File: src/rtl/jump_redirect_unit_pkg.sv
// Shared definitions for the jump/redirect unit.
//   RESET_PC_DEFAULT : default fetch PC loaded at reset
//   state_e          : redirect FSM states (IDLE / PEND)
//   sel_e            : which request won target selection
package jump_redirect_unit_pkg;

    localparam logic [31:0] RESET_PC_DEFAULT = 32'h0000_0000;

    typedef enum logic {
        IDLE = 1'b0,
        PEND = 1'b1
    } state_e;

    typedef enum logic [1:0] {
        SEL_SEQ = 2'd0,
        SEL_JR  = 2'd1,
        SEL_J   = 2'd2,
        SEL_BR  = 2'd3
    } sel_e;

endpackage

File: src/rtl/jump_redirect_unit_target_calc.sv
// target_calc: combinational redirect target selection.
// Priority is JR > J/JAL > branch; with no request the PC advances sequentially.
// Optional feature macro: JR_ALIGN_CHECK_EN (clears JR target bits [1:0]).
// Ports:
//   pc_plus4                          : current PC + 4 (base for J and branch)
//   jump_valid/jump_index             : J/JAL request and raw 26-bit index
//   jr_valid/jr_addr                  : JR request and register target
//   branch_valid/branch_off           : taken branch and raw 16-bit immediate
//   sel                               : winning request
//   target                            : winning target (pc_plus4 when SEL_SEQ)
import jump_redirect_unit_pkg::*;

module target_calc (
    input  logic [31:0] pc_plus4,
    input  logic        jump_valid,
    input  logic [25:0] jump_index,
    input  logic        jr_valid,
    input  logic [31:0] jr_addr,
    input  logic        branch_valid,
    input  logic [15:0] branch_off,
    output sel_e        sel,
    output logic [31:0] target
);

    logic [31:0] jump_tgt;
    logic [31:0] branch_tgt;
    logic [31:0] jr_tgt;

    assign jump_tgt   = {pc_plus4[31:28], jump_index, 2'b00};
    // 32-bit add wraps silently past 2^32
    assign branch_tgt = pc_plus4 + {{14{branch_off[15]}}, branch_off, 2'b00};

`ifdef JR_ALIGN_CHECK_EN
    assign jr_tgt = {jr_addr[31:2], 2'b00};
`else
    assign jr_tgt = jr_addr;
`endif

    always_comb begin
        sel    = SEL_SEQ;
        target = pc_plus4;
        if (jr_valid) begin
            sel    = SEL_JR;
            target = jr_tgt;
        end else if (jump_valid) begin
            sel    = SEL_J;
            target = jump_tgt;
        end else if (branch_valid) begin
            sel    = SEL_BR;
            target = branch_tgt;
        end
    end

endmodule

File: src/rtl/jump_redirect_unit.sv
// jump_redirect_unit: fetch PC register with a one-entry redirect buffer that
// holds a redirect arriving while the PC is stalled.
// Optional feature macro: JR_ALIGN_CHECK_EN (misaligned JR -> sticky addr_err_o).
// Ports:
//   clk_i, rst_i    : clock (rising edge), async active-low reset
//   stall_i         : hold the PC
//   jump_valid_i/jump_index_i, jr_valid_i/jr_addr_i,
//   branch_valid_i/branch_off_i : redirect requests
//   pc_o            : current fetch PC
//   pc_plus4_o      : pc_o + 4 (combinational)
//   redirect_o      : one-cycle pulse after each non-sequential PC load
//   pend_o          : a redirect is buffered
//   addr_err_o      : sticky misaligned-JR flag (0 unless feature enabled)
import jump_redirect_unit_pkg::*;

module jump_redirect_unit #(
    parameter logic [31:0] RESET_PC = RESET_PC_DEFAULT
) (
    input  logic        clk_i,
    input  logic        rst_i,
    input  logic        stall_i,
    input  logic        jump_valid_i,
    input  logic [25:0] jump_index_i,
    input  logic        jr_valid_i,
    input  logic [31:0] jr_addr_i,
    input  logic        branch_valid_i,
    input  logic [15:0] branch_off_i,
    output logic [31:0] pc_o,
    output logic [31:0] pc_plus4_o,
    output logic        redirect_o,
    output logic        pend_o,
    output logic        addr_err_o
);

    state_e      state;
    sel_e        sel;
    logic [31:0] target;
    logic [31:0] buf_pc;

    assign pc_plus4_o = pc_o + 32'd4;
    assign pend_o     = (state == PEND);

    target_calc u_target_calc (
        .pc_plus4     (pc_plus4_o),
        .jump_valid   (jump_valid_i),
        .jump_index   (jump_index_i),
        .jr_valid     (jr_valid_i),
        .jr_addr      (jr_addr_i),
        .branch_valid (branch_valid_i),
        .branch_off   (branch_off_i),
        .sel          (sel),
        .target       (target)
    );

    always_ff @(posedge clk_i or negedge rst_i) begin
        if (!rst_i) begin
            state      <= IDLE;
            pc_o       <= RESET_PC;
            buf_pc     <= 32'd0;
            redirect_o <= 1'b0;
        end else begin
            redirect_o <= 1'b0;
            case (state)
                IDLE: begin
                    if (!stall_i) begin
                        pc_o       <= target;
                        // pulse even when a redirect lands on pc+4
                        redirect_o <= (sel != SEL_SEQ);
                    end else if (sel != SEL_SEQ) begin
                        buf_pc <= target;
                        state  <= PEND;
                    end
                end
                PEND: begin
                    // new requests are dropped while a redirect is buffered
                    if (!stall_i) begin
                        pc_o       <= buf_pc;
                        redirect_o <= 1'b1;
                        state      <= IDLE;
                    end
                end
                default: state <= IDLE;
            endcase
        end
    end

`ifdef JR_ALIGN_CHECK_EN
    // Flag raised when a misaligned JR wins in IDLE, stalled or not
    always_ff @(posedge clk_i or negedge rst_i) begin
        if (!rst_i) begin
            addr_err_o <= 1'b0;
        end else if (state == IDLE && sel == SEL_JR && jr_addr_i[1:0] != 2'b00) begin
            addr_err_o <= 1'b1;
        end
    end
`else
    assign addr_err_o = 1'b0;
`endif

endmodule

File: config.mk
export PLATFORM = sky130hd
export DESIGN_NAME = jump_redirect_unit
export DESIGN_NICKNAME = d
export VERILOG_FILES = /design/src/rtl/jump_redirect_unit_pkg.sv /design/src/rtl/jump_redirect_unit_target_calc.sv /design/src/rtl/jump_redirect_unit.sv
export SDC_FILE = /design/constraint.sdc
export NUM_CORES = 1
export LEC_CHECK = 0
export ABC_AREA = 1
export BUFFER_PORTS_ARGS = -buffer_cell sky130_fd_sc_hd__buf_4
export CORE_MARGIN = 4
export CORE_UTILIZATION = 55
export DETAILED_ROUTE_END_ITERATION = 16
export PLACE_DENSITY = 0.81
export RECOVER_POWER = 100
export SKIP_CTS_REPAIR_TIMING = 1
export SLEW_MARGIN = 20
export SYNTH_ARGS = -nofsm -noshare
export SYNTH_HDL_FRONTEND = slang
export SYNTH_SLANG_ARGS = --single-unit
File: constraint.sdc
create_clock -name clk_i -period 5.2 [get_ports clk_i]
set_clock_uncertainty 0.15 [all_clocks]
set_input_delay 0.78 -clock clk_i [delete_from_list [all_inputs] [get_ports clk_i]]
set_output_delay 0.78 -clock clk_i [all_outputs]
set_load 0.02 [all_outputs]
==> results.yml <==
synth:
  synth-edff-count: 0
  synth.top_cells.by_area: "dfrtp_1 (25%), nand2_1 (23%), inv_1 (6.9%), ha_1 (6.8%), nor2_1 (6.0%)"
  ys_seq_area_frac: 0.248
  yosysTopAreaCellShare: 0.248
  synth_nets: 1241
  netlist-cell-type-count: 41
  yosysMostFrequentCell: "nand2_1"
  syn_area_um2: 6670
  synth_top_cells_by_count: "nand2_1 (413), inv_1 (123), nor2_1 (106)"
  async_flop_share: 1.00
  syn_area_per_cell_um2: 5.93
  yosysWarnings: 0
  synth_area_leader_cell: "dfrtp_1"
  syn_inst: 1124
  synth_flop_cell: "dfrtp_1"
  synth.ff_latch_count: 66
clocking:
  cts.sinks: 66
  clk_pin_slew_ns: 0.05
  cts-buffers-inserted: 9
  cts_root_buffer: "clkbuf_16"
  clockBufferDepth: 2
  htree_levels: 3
  cts_tree: "yes"
  clk_latency_ns: 0.33
floorplan:
  core_area_um2: 11700
  die_x_um: 118
  ios: 147
  die_y_um: 118
  rows: 39
  die-area_um2: 14000
  initial_core_util: 0.572
power:
  cellLeakagePower_nw: 4.21
  p_per_area_nw_per_um2: 299
  ir_drop_mv: 0.310
sta:
  rsz0062_at_grt: "no"
  finalSetupViolations: 0
  period_needed_ns: 4.13
  timing.fmax_mhz: 242
  finalHoldViolCount: 0
  setup-tns-final_ns: 0
  fin_crit_sh: 0.794
  slew_viol_final: 227
  worst_slew_margin_rel: -1.30
  worstMarginPinSlew_ns: 3.46
  finalWorstSetupSlack_ns: 1.07
routing:
  dr.pass1.iters: 5
  drt_iter0_drc: 927
  remaining_drc_errors: 0
  wl_um: 22800
  antenna_left: 0
  num_vias: 7718
  viasPerCell: 5.53
  wl_per_cell_um: 16.3
layout:
  areaGrowthSynthToFinish_pct: 16.9
  nNetsFinal: 1364
  drive_above_1_share: 0.113
  num_antenna_cells: 0
  final_area_um2: 7800
place:
  dp_hpwl_um: 18000
  port_buffers: 145
  postPlaceCellArea_um2: 7800
  dp_slack_ns: 1.55
  globalplace.congestion: 0.996
worst_setup_path:
  path_buf_inv: 2
  end_kind: "register"
  cp.arrival_ns: 4.20
  critPathMaxFanout: 6
  setup.worst_path.class: "register to register"
  critPathMaxStageDelay_ns: 0.49
  cp.required_ns: 5.27
  cp_slowest_cell: "dfrtp_1"
  cp_common_cell: "nand2_1"
  crit_chain: "nand2_1 > nor2_1 > clkinv_1 > nor2_1 > nand2_1 > nor2_1 > xor2_1 > ha_1 > nand2_1 > inv_1 > nand2_1 > nor3_1 > nand3_1 > nand3_1 > nand2_1 > nand3_1 > nand2_1 > nand2_1 > nand2_1 > nand2_1 > nand2_1"
  cp_top_family: "simple AND/OR/NAND/NOR gates"
  start_kind: "register"
grt:
  grt.overflow.total: 0
  grt_pass1_wl_um: 36300
  antenna_found_initial: 0
  grt_max_degree: 67
  grt_usage: 0.321
  grt_pass1_vias: 7102
status:
  outcome: "finished, violations left"
  violations: "capacitance limit, slew limit"
run:
  cap_violations: 4
worst_hold_path:
  hold_class: "register to register"
==> worst register-to-register path: cells and delay by family, from the launching register on <==
kind / cells / cell delay (ns)
simple gates: 17 / 2.42
buf+inv: 2 / 0.17
xor+xnor: 1 / 0.49
fa+ha+maj: 1 / 0.28
flops: 1 / 0.49
==> registers in the layout, indices dropped and copies added (netlist names) <==
name	count
buf_pc	32
pc_o	32
pend_o	1
redirect_o	1
==> per-layer routing <==
layer / GRT usage / vias to the layer above / share of wire
met5: 0 / - / 0
met4: 0.100 / 0 / 0.026
met3: 0.0495 / 52 / 0.088
met2: 0.503 / 361 / 0.45
met1: 0.455 / 3483 / 0.44
li1: - / 3822 / -
==> cells by family after synthesis <==
kind of cell,count (synthesis),share of synthesized area
AND/OR/NAND/NOR,674,0.431
buffers and inverters,168,0.0972
AO/OA/AOI/OAI,164,0.134
flip-flops,66,0.248
adder cells (fa/ha/maj),37,0.0705
XOR/XNOR,14,0.0195
other,1,0.000562
==> final cells by class <==
cell class                      count  area (um2)
Clock inverter                      3        15.0
Clock buffer                       13         250
Fill cell                        1155        3860
Inverter                          133         499
Timing Repair Buffer              147         901
Multi-Input combinational cell    890        4300
Tap cell                          143         179
Sequential cell                    66        1650
==> through the flow <==
stage | power [mW] | instances | hold WS, ns | utilization
floorplan | 1.42 | 1124 | 0.294 | -
global placement | 1.81 | 1379 | 0.307 | 0.669
detailed placement | 1.83 | 1379 | 0.310 | 0.669
CTS | 2.37 | 1395 | 0.324 | 0.692
global route | 2.49 | 1395 | 0.338 | 0.669
finish | 2.33 | 1395 | 0.326 | 0.669
==> final timing paths <==
path	endpoint	from	depth (start not counted)	slack, ns
max	pc_o[25]	pc_o[9]	21	1.07
min	buf_pc[7]	buf_pc[7]	2	0.33
max reg2reg	pc_o[25]	pc_o[9]	21	1.07
min reg2reg	buf_pc[7]	buf_pc[7]	2	0.33
max in group asynchronous	buf_pc[22]	rst_i	1	1.48
min in group asynchronous	buf_pc[9]	rst_i	1	1.45
==> layout by cell type, fill, tap and decap left out, types with 2 or more instances in the layout <==
cell	synthesis	routed
nand3b_1	8	8
nor2_4	6	2
nand4_1	10	10
ha_1	36	36
a22oi_1	4	4
xor2_1	8	9
xnor2_1	5	5
clkbuf_1	23	57
nand3_1	76	76
o21bai_1	6	6
o211ai_1	9	9
o221ai_1	2	2
or2_2	17	17
buf_4	3	93
a21o_1	4	4
o21ai_1	23	3
nor2_1	106	111
nor3_1	12	15
inv_2	9	5
clkbuf_16	0	9
and2_1	5	4
nand2_1	413	416
dfrtp_1	66	66
o22ai_1	4	4
nor2_2	6	5
clkinv_2	0	3
o21ai_0	52	72
a21oi_1	59	59
clkinv_1	1	2
nand2_2	8	5
inv_1	123	126
==> power by group <==
group | switching [mW] | internal [mW]
Sequential | 0.0974 | 0.600
Combinational | 0.731 | 0.359
Clock | 0.209 | 0.333
(Power assumes the default switching activity.)
